**src/rtl/seg_scan_pkg.sv**
```systemverilog
// Shared types and constants for the multiplexed seven-segment scan controller.
package seg_scan_pkg;

  localparam int unsigned NUM_DIGITS = 8;
  localparam int unsigned SEG_W      = 7;
  localparam int unsigned IDX_W      = 3;

  typedef logic [SEG_W-1:0] seg_pattern_t;
  typedef seg_pattern_t [NUM_DIGITS-1:0] frame_t;

  typedef enum logic {
    BLANK = 1'b0,
    ON    = 1'b1
  } scan_state_t;

  localparam seg_pattern_t            SEG_OFF_N = 7'h7F;
  localparam logic [NUM_DIGITS-1:0]   AN_OFF_N  = 8'hFF;

  // Active-low one-hot anode select for a digit index.
  function automatic logic [NUM_DIGITS-1:0] an_select_n(input logic [IDX_W-1:0] idx);
    return ~(NUM_DIGITS'(1) << idx);
  endfunction

endpackage

```
**src/rtl/seg_scan_controller_scan_timer.sv**
```systemverilog
// Slot counter and BLANK/ON sequencing; scan_idx and frame_done are delayed one
// cycle so they line up with the registered pins derived from the raw counter.
module scan_timer
  import seg_scan_pkg::*;
#(
  parameter int unsigned DIGIT_TICKS = 12500,
  parameter int unsigned BLANK_TICKS = 500,
  parameter int unsigned CNT_W       = $clog2(BLANK_TICKS + DIGIT_TICKS)
) (
  input  logic             clk,
  input  logic             reset_n,
  output scan_state_t      o_state,
  output logic [CNT_W-1:0] o_cnt,
  output logic [IDX_W-1:0] o_idx,
  output logic [IDX_W-1:0] o_scan_idx,
  output logic             o_frame_done
);

  localparam int unsigned SLOT_TICKS = BLANK_TICKS + DIGIT_TICKS;

  scan_state_t      r_state;
  scan_state_t      w_state_nxt;
  logic [CNT_W-1:0] r_cnt;
  logic [CNT_W-1:0] w_cnt_nxt;
  logic [IDX_W-1:0] r_idx;
  logic [IDX_W-1:0] w_idx_nxt;
  logic [IDX_W-1:0] r_scan_idx;
  logic             r_frame_done;
  logic             w_slot_last;

  assign w_slot_last = (r_cnt == CNT_W'(SLOT_TICKS - 1));

  always_ff @(posedge clk or negedge reset_n) begin
    if (!reset_n) begin
      r_state      <= BLANK;
      r_cnt        <= '0;
      r_idx        <= '0;
      r_scan_idx   <= '0;
      r_frame_done <= 1'b0;
    end else begin
      r_state      <= w_state_nxt;
      r_cnt        <= w_cnt_nxt;
      r_idx        <= w_idx_nxt;
      r_scan_idx   <= r_idx;
      r_frame_done <= w_slot_last && (r_idx == IDX_W'(NUM_DIGITS - 1));
    end
  end

  always_comb begin
    w_state_nxt = r_state;
    w_cnt_nxt   = r_cnt + CNT_W'(1);
    w_idx_nxt   = r_idx;
    unique case (r_state)
      BLANK: begin
        if (r_cnt == CNT_W'(BLANK_TICKS - 1)) w_state_nxt = ON;
      end
      ON: begin
        if (w_slot_last) begin
          w_state_nxt = BLANK;
          w_cnt_nxt   = '0;
          w_idx_nxt   = r_idx + IDX_W'(1);
        end
      end
      default: w_state_nxt = BLANK;
    endcase
  end

  assign o_state      = r_state;
  assign o_cnt        = r_cnt;
  assign o_idx        = r_idx;
  assign o_scan_idx   = r_scan_idx;
  assign o_frame_done = r_frame_done;

endmodule

```
**src/rtl/seg_scan_controller.sv**
```systemverilog
// 8-digit seven-segment scan controller: double-buffered frame, per-digit
// enable, brightness PWM and registered SEG/AN pins.
module seg_scan_controller
  import seg_scan_pkg::*;
#(
  parameter int unsigned DIGIT_TICKS = 12500,
  parameter int unsigned BLANK_TICKS = 500,
  parameter int unsigned BRIGHT_W    = 3
) (
  input  logic                        clk,
  input  logic                        reset_n,
  input  logic [NUM_DIGITS*SEG_W-1:0] frame_data,
  input  logic                        frame_valid,
  output logic                        frame_ready,
  input  logic [NUM_DIGITS-1:0]       digit_en,
  input  logic [BRIGHT_W-1:0]         brightness,
  output logic [SEG_W-1:0]            seg_n,
  output logic [NUM_DIGITS-1:0]       an_n,
  output logic [IDX_W-1:0]            scan_idx,
  output logic                        frame_done
);

  localparam int unsigned CNT_W = $clog2(BLANK_TICKS + DIGIT_TICKS);
  localparam int unsigned THR_W = $clog2(DIGIT_TICKS) + 1;
  localparam int unsigned CMP_W = CNT_W + THR_W;
  localparam int unsigned STEP  = DIGIT_TICKS / 8;

  scan_state_t      w_state;
  logic [CNT_W-1:0] w_cnt;
  logic [IDX_W-1:0] w_idx;
  logic             w_frame_done;
  logic [CNT_W-1:0] w_on_cnt;
  logic [THR_W-1:0] w_thr;
  logic             w_lit;

  frame_t                r_active;
  frame_t                r_pending;
  logic                  r_frame_ready;
  logic                  r_slot_en;
  logic [THR_W-1:0]      r_thr;
  logic [SEG_W-1:0]      r_seg_n;
  logic [NUM_DIGITS-1:0] r_an_n;

  scan_timer #(
    .DIGIT_TICKS (DIGIT_TICKS),
    .BLANK_TICKS (BLANK_TICKS),
    .CNT_W       (CNT_W)
  ) u_scan_timer (
    .clk          (clk),
    .reset_n      (reset_n),
    .o_state      (w_state),
    .o_cnt        (w_cnt),
    .o_idx        (w_idx),
    .o_scan_idx   (scan_idx),
    .o_frame_done (w_frame_done)
  );

  assign w_on_cnt = w_cnt - CNT_W'(BLANK_TICKS);
  assign w_thr    = (THR_W'(brightness) + THR_W'(1)) * THR_W'(STEP);

  // The first ON cycle is always lit (thr >= 1), so brightness can be captured then.
  always_comb begin
    w_lit = 1'b0;
    if (w_state == ON && r_slot_en) begin
      if (w_on_cnt == '0) w_lit = 1'b1;
      else                w_lit = (CMP_W'(w_on_cnt) < CMP_W'(r_thr));
    end
  end

  always_ff @(posedge clk or negedge reset_n) begin
    if (!reset_n) begin
      r_slot_en <= 1'b0;
      r_thr     <= '0;
      r_seg_n   <= SEG_OFF_N;
      r_an_n    <= AN_OFF_N;
    end else begin
      if (w_cnt == '0)                      r_slot_en <= digit_en[w_idx];
      if (w_state == ON && w_on_cnt == '0)  r_thr     <= w_thr;
      r_an_n  <= w_lit ? an_select_n(w_idx) : AN_OFF_N;
      r_seg_n <= w_lit ? ~r_active[w_idx]   : SEG_OFF_N;
    end
  end

  // Pending buffer accepts when empty; promotion only at frame_done, so no tearing.
  always_ff @(posedge clk or negedge reset_n) begin
    if (!reset_n) begin
      r_active      <= '0;
      r_pending     <= '0;
      r_frame_ready <= 1'b1;
    end else if (frame_valid && r_frame_ready) begin
      r_pending     <= frame_data;
      r_frame_ready <= 1'b0;
    end else if (w_frame_done && !r_frame_ready) begin
      r_active      <= r_pending;
      r_frame_ready <= 1'b1;
    end
  end

  assign frame_ready = r_frame_ready;
  assign seg_n       = r_seg_n;
  assign an_n        = r_an_n;
  assign frame_done  = w_frame_done;

endmodule
```
**config.mk**
```make
export PLATFORM = sky130hd
export DESIGN_NAME = seg_scan_controller
export DESIGN_NICKNAME = d
export VERILOG_FILES = /design/src/rtl/seg_scan_pkg.sv /design/src/rtl/seg_scan_controller_scan_timer.sv /design/src/rtl/seg_scan_controller.sv
export SDC_FILE = /design/constraint.sdc
export NUM_CORES = 1
export LEC_CHECK = 0
export BUFFER_PORTS_ARGS = -buffer_cell sky130_fd_sc_hd__buf_2
export CAP_MARGIN = 20
export CELL_PAD_IN_SITES_DETAIL_PLACEMENT = 0
export CELL_PAD_IN_SITES_GLOBAL_PLACEMENT = 1
export CORE_AREA = 2 2 141 115
export CTS_BUF_LIST = sky130_fd_sc_hd__clkbuf_16
export CTS_CLUSTER_DIAMETER = 100
export DETAILED_ROUTE_END_ITERATION = 8
export DIE_AREA = 0 0 143 117
export PLACE_DENSITY = 0.93
export SLEW_MARGIN = 30
export SYNTH_ARGS = -nofsm -noshare
export SYNTH_HDL_FRONTEND = slang
export SYNTH_HIERARCHICAL = 1
export SYNTH_SLANG_ARGS = --single-unit
```
**constraint.sdc**
```tcl
create_clock -name clk -period 4.4 [get_ports clk]
set_clock_uncertainty 0.05 [all_clocks]
set_input_delay 1.32 -clock clk [delete_from_list [all_inputs] [get_ports clk]]
set_output_delay 1.32 -clock clk [all_outputs]
set_load 0.03 [all_outputs]
```
==> metrics, run 1 <==
Pleak=4.466 nW; placeable core region=roughly 15000 µm²; GPL Wtd Cong=just under 0.9; Max VDD drop=roughly 0.00026 V; ant diodes=0; Crit. path cell count=12; Die W=143 µm; total grt overflow=0; commonest non-fill, non-tap cell in the layout=dfrtp_1; Pins Over Slew Limit=0; PwrDens=~350 nW/µm²; setup_tns=0 ns; Finished Core Util=58.84%; Data arrival, critical path=roughly 4.0 ns; leading register cell type out of synthesis=dfrtp_1; wire per inst=~17 µm; Syn. warnings=6; synthesized area=between 7000 and 8000 µm²; Post-DP HPWL=10.70 mm; Via-to-Cell Ratio=between 5 and 6; row cnt=just over 40; Crit path buffers/inverters=2; initial antenna violation count=0; Filler cells=1190; syn nets=around 700; die area=16730 µm²; ratio of cells with drive above 1 in the final layout=43.33%; Iter 0 DRT Violations=between 300 and 400; crit-path cells=buf_2 -> inv_1 -> ha_1 -> ha_1 -> ha_1 -> ha_1 -> a21o_1 -> a211oi_1 -> nor3_1 -> o21ai_0 -> xor2_1 -> mux2i_1; CP top delay family=adder cells; clock latency on the worst-skew pair=0.43 ns; vias in the first global route=roughly 5k; slowest stage cell, crit path=ha_1; clock-pin slew on the worst setup and hold paths=~0.07 ns; max incr delay on CP=approximately 0.40 ns; Yosys cell types=51; Post-CTS Hold Fix Bufs=0; CTS Buf Count=17; first-pass GRT wire length=between 20 and 30 mm; CTS HTree Levels=4; Ports=90; Max Root-Sink Buffers=2; CTS tree=built; CP startpoint=brightness[0]; Post-CTS Setup Inserts=0; Async SR Flop Fraction=100.0%; CP Max Fanout=6; Max-Slew Margin vs Limit=approximately 45%; worst hold path type=register to register; Syn Inst Count=588; Via Count=approximately 4.9k; period utilization=a little under nine tenths; Syn Area/Cell=between 10 and 15 µm²; reg2reg start=u_scan_timer/o_cnt[2]$_DFF_PN0_; crit path kind=input port to register; type of origin of the critical path=input port; EDFF count, synth=0; Final Hold Viols=0; HP Start=r_thr[14]$_DFFE_PN0P_; fin crit period=about 3.8 ns; pin count of the biggest net entering global routing=97; fin nets=slightly below 800; Die H=approximately 120 µm; post-CTS sizing=0; Setup crit end=r_thr[13]$_DFFE_PN0P_; Total Routing Usage GR=between 15 and 20%; 1st-pass router iterations=4; Yosys reg bits=approximately 170; antenna viol nets, final=0; total wire length=15.60 mm; Worst Path Required=~4.6 ns; clk sink count=165; final setup fails=0; RR Endpoint=an_n[6]$_DFF_PN1_; RSZ-0062 raised after global routing=false; Area Overhead vs Synth=16.06%; maxcap violations=0; R2R Setup Slk=around 0.8 ns; status=finished, final reports clean; Worst R2R Path Depth=13; register area share after synthesis=53.01%; Root Driver=clkbuf_16; most used cell, CP=ha_1; Slew @ Worst Pin=a little over 0.8 ns; fmax=0.2648 GHz; Setup crit end kind=register; commonest non-fill, non-tap cells in the layout=dfrtp_1 (147), mux2_2 (120), buf_2 (88); DRC errors left=0; Initial Utilization=between 50% and 60%; PortBufs=89
==> where the power goes <==
part	internal, mW	leakage (nW)	switching [mW]	total (mW)
clock	0.861	0.293	0.652	1.51
sequential	1.52	2.16	0.00410	1.53
combinational	0.0672	2.01	0.0909	0.158
==> tightest hold or removal path, stage by stage (launching register included) <==
cell	delay (ns)
dfrtp_1	0.35
nand2_1	0.05
nand2_1	0.05
==> through the flow <==
step | cell area [µm²] | cells | hold WS (ns) | total power, mW | worst slack (ns)
2_1_floorplan | 7828 | 588 | 0.3884 | 1.628 | 0.6169
3_3_place_gp | 8476 | 873 | 0.4274 | 1.704 | 0.3205
3_5_place_dp | 8477 | 873 | 0.4208 | 1.713 | 0.2016
4_1_cts | 9084 | 905 | 0.4358 | 3.225 | 0.6432
5_1_grt | 9085 | 905 | 0.4607 | 3.320 | 0.3820
6_report | 9085 | 905 | 0.4326 | 3.197 | 0.6240
==> logic make-up after synthesis <==
kind of cell	share of synthesized area (%)
flops	53.01
mux	22.70
simple gates	8.200
buf+inv	2.973
compound gates	3.597
fa+ha+maj	5.850
xor+xnor	3.677
==> routing by layer <==
metal	GRT usage, %	up-vias	share of wire, %
met5	0	-	0
met2	30.85	115	47
met3	4.475	26	4.0
met1	27.27	2434	47
met4	6.997	0	2.0
li1	-	2285	-
==> sequential cells by signal, indices dropped and copies added, names as in the netlist, 3 cells and up <==
name / cells
seg_n: 7
u_scan_timer/o_scan_idx: 3
r_thr: 14
an_n: 8
u_scan_timer/o_idx: 3
r_active: 56
u_scan_timer/o_cnt: 14
r_pending: 56
==> how the worst min path moves through the flow <==
stage | end | cells past startpoint
6_report | r_thr[14]$_DFFE_PN0P_ | 2
5_1_grt | r_thr[14]$_DFFE_PN0P_ | 2
4_1_cts | r_thr[14]$_DFFE_PN0P_ | 2
3_5_place_dp | r_thr[14]$_DFFE_PN0P_ | 2
3_3_place_gp | r_thr[5]$_DFFE_PN0P_ | 2
2_1_floorplan | u_scan_timer/o_scan_idx[1]$_DFF_PN0_ | 0
==> synth_stat cells, types with 2 or more instances <==
cell type | n | area, µm²
a211oi_1 | 2 | 15.01
a21o_1 | 2 | 15.01
a21oi_1 | 7 | 35.03
a31oi_1 | 2 | 12.51
a41oi_1 | 2 | 17.52
and3_1 | 2 | 12.51
and4_1 | 3 | 26.28
buf_1 | 5 | 18.77
buf_6 | 4 | 45.04
clkbuf_1 | 15 | 56.30
dfrtp_1 | 149 | 3729
dfstp_2 | 16 | 420.4
ha_1 | 35 | 437.9
inv_1 | 28 | 105.1
mux2_2 | 120 | 1351
mux2_4 | 3 | 45.04
mux2i_1 | 2 | 20.02
mux4_2 | 16 | 360.4
nand2_1 | 29 | 108.9
nand3_1 | 21 | 105.1
nand3b_1 | 2 | 15.01
nand4_1 | 8 | 50.05
nor2_1 | 19 | 71.32
nor2b_1 | 9 | 56.30
nor3_1 | 2 | 10.01
nor3_2 | 2 | 20.02
nor3b_1 | 2 | 15.01
nor4_1 | 3 | 18.77
nor4_2 | 4 | 50.05
o21ai_0 | 16 | 80.08
o21ai_1 | 9 | 45.04
xnor2_1 | 13 | 113.9
xor2_1 | 18 | 157.7
==> area by class of cell <==
class | instances | area [µm²] | area share, %
clock buffers | 17 | 425.4 | 4.683
clock inverters | 15 | 181.4 | 1.997
inverters | 28 | 105.1 | 1.157
multi-input cells | 370 | 3456 | 38.04
flip-flops and latches | 165 | 4151 | 45.70
well taps | 215 | 269.0 | 2.961
repair buffers | 95 | 496.7 | 5.468
Note: power is estimated with default switching activity, not from simulation.
==> run 2, diff against run 1 <==
- CORE_AREA: 2 2 141 115 -> 2 2 151 123
- CTS_BUF_LIST: sky130_fd_sc_hd__clkbuf_16 -> sky130_fd_sc_hd__clkbuf_8
- DIE_AREA: 0 0 143 117 -> 0 0 153 125
- PLACE_DENSITY: 0.93 -> 0.87
- clock period: 4.4 -> 3.13 ns (I/O delays scaled with it)
==> run 2 against run 1 <==
  * Non-clock buffer count increased by 30
  * Via count increased by 2.8%
  * Register-to-register slack got worse by 0.68 ns
  * Clock power is essentially flat
  * Die area increased by 14%
  * Clock-buffer cell count stayed put
  * Sequential power rose by 40%
  * Setup slack worse by 0.51 ns
  * Critical endpoint is now an_n[6]$_DFF_PN1_
  * Largest cell class unchanged
  * Largest power group unchanged
==> metrics, run 2 (same netlist as run 1, synthesis figures left out) <==
pin count of the biggest net entering global routing=60; Pins Over Slew Limit=0; maxcap violations=0; row cnt=44; total wire length=between 15 and 20 mm; type of origin of the critical path=register; clock-pin slew on the worst setup and hold paths=about 0.10 ns; Die H=between 100 and 150 µm; total grt overflow=0; Iter 0 DRT Violations=roughly 240; DRC errors left=0; Top Layer Used=met4; Final Power=3.977 mW; Area Overhead vs Synth=19.34%; Max VDD drop=0.0002535 V; CP Max Fanout=14; post-placement cell area=a little under 9000 µm²; crit path kind=register to register; final setup fails=0; CTS Buf Count=17; PortBufs=between 80 and 90; Via-to-Cell Ratio=5.256; status=finished, final reports clean; worst hold path type=input port to async pin; Setup crit end kind=register; commonest non-fill, non-tap cells in the layout=dfrtp_1 (149), mux2_2 (120), buf_2 (88); Final Hold Viols=0; Pleak=roughly 4.5 nW; antenna viol nets, final=0; GPL Wtd Cong=about 0.89; setup ws final=0.1157 ns; Via Count=4998; Slew @ Worst Pin=between 0.8 and 0.9 ns; routed wl met3=about 640 µm; 1st-pass router iterations=4; vias in the first global route=around 5.3k; period utilization=96.30%; design area=between 9000 and 10000 µm²; clock latency on the worst-skew pair=between 0.4 and 0.5 ns; Root Driver=clkbuf_8; hold_ws=approximately 0.36 ns; clk sink count=between 150 and 200; first-pass GRT wire length=between 20 and 30 mm; biggest regs=r_active (56), r_pending (56); fin crit period=around 3.0 ns; fin nets=about 810; Post-DP HPWL=about 12 mm; Max-Slew Margin vs Limit=between 40% and 50%; met1 WL=around 7.6 mm; Die W=about 150 µm; commonest non-fill, non-tap cell in the layout=dfrtp_1; placeable core region=roughly 18000 µm²; die area=19130 µm²; routed wl met2=7.820 mm; Finished Core Util=between 50% and 60%; fmax=between 0.3 and 0.4 GHz; wire per inst=between 15 and 20 µm; CTS tree=built; initial antenna violation count=1; Initial Utilization=44.02%; Max Root-Sink Buffers=2; Ports=90; PwrDens=425.7 nW/µm²; ratio of cells with drive above 1 in the final layout=47.92%; Worst Path Required=around 3.4 ns; Post-Place Worst Slack=-0.3253 ns; CTS HTree Levels=4; Data arrival, critical path=~3.3 ns; Total Routing Usage GR=between 10% and 20%
[run 2: cell count changes in the layout (fill, tap and decap cells not counted), sizes merged]
| cell | before | now |
|---|---|---|
| buf | 95 | 125 |
| bufinv | 2 | 1 |
| clkinv | 2 | 3 |
| clkinvlp | 2 | 5 |
| diode | 0 | 1 |
| inv | 37 | 34 |
[run 2: power breakdown]
part	switching (mW)	internal, mW
clock	0.879	0.663
combinational	0.153	0.137
sequential	0.00704	2.14
total	1.04	2.94
[run 2: per-stage QoR]
stage	cells	TNS, ns
floorplan	588	-0.1208
global placement	918	-1.022
detailed placement	918	-2.183
CTS	950	0
global route	951	-0.04545
finish	951	0
[run 2: final timing paths]
check	startpoint	endpoint	slack, ns	cells after the start
worst min-delay path	reset_n	r_active[39]$_DFFE_PN0P_	0.36	1
worst max-delay path	u_scan_timer/o_cnt[2]$_DFF_PN0_	an_n[6]$_DFF_PN1_	0.12	14
max in group asynchronous	reset_n	an_n[7]$_DFF_PN1_	1.89	2
min in group clk	r_thr[14]$_DFFE_PN0P_	r_thr[14]$_DFFE_PN0P_	0.44	2
worst max register to register	u_scan_timer/o_cnt[2]$_DFF_PN0_	an_n[6]$_DFF_PN1_	0.12	14
worst min register to register	r_thr[14]$_DFFE_PN0P_	r_thr[14]$_DFFE_PN0P_	0.44	2
[run 2: per-layer routing]
metal  global-route usage (%)  vias to the layer above
li1                         -                     2330
met1                    24.74                     2529
met2                    28.96                      115
met3                    4.159                       24
met4                    5.283                        0
met5                        0                        -
[run 2: cell type report]
type                       instances  area (µm²)
fill                            1494        8441
sequential                       165        4149
multi-input combinational        370        3621
timing repair buffer             125       772.0
tap                              230       287.8
clock buffer                      17       234.0
clock inverter                    15       166.4
inverter                          28       108.9
antenna                            1       2.502
[run 2: critical path: stages (launching register included)]
cell	delay, ns
dfrtp_1	0.35
inv_1	0.05
ha_1	0.20
nand3b_1	0.25
nor2_4	0.20
buf_4	0.15
a21oi_1	0.07
xor2_1	0.17
ha_1	0.31
a21boi_0	0.15
o41ai_2	0.30
o21ai_1	0.16
o21bai_4	0.19
buf_12	0.16
nand4_1	0.11
[run 2: what timing repair did]
action                                  4_1_cts  5_1_grt
endpoints found under the setup margin       14       14
hold buffers                                  0        0
buffers inserted                              0        0
pin swaps                                     0        1
resized for setup                             3        5
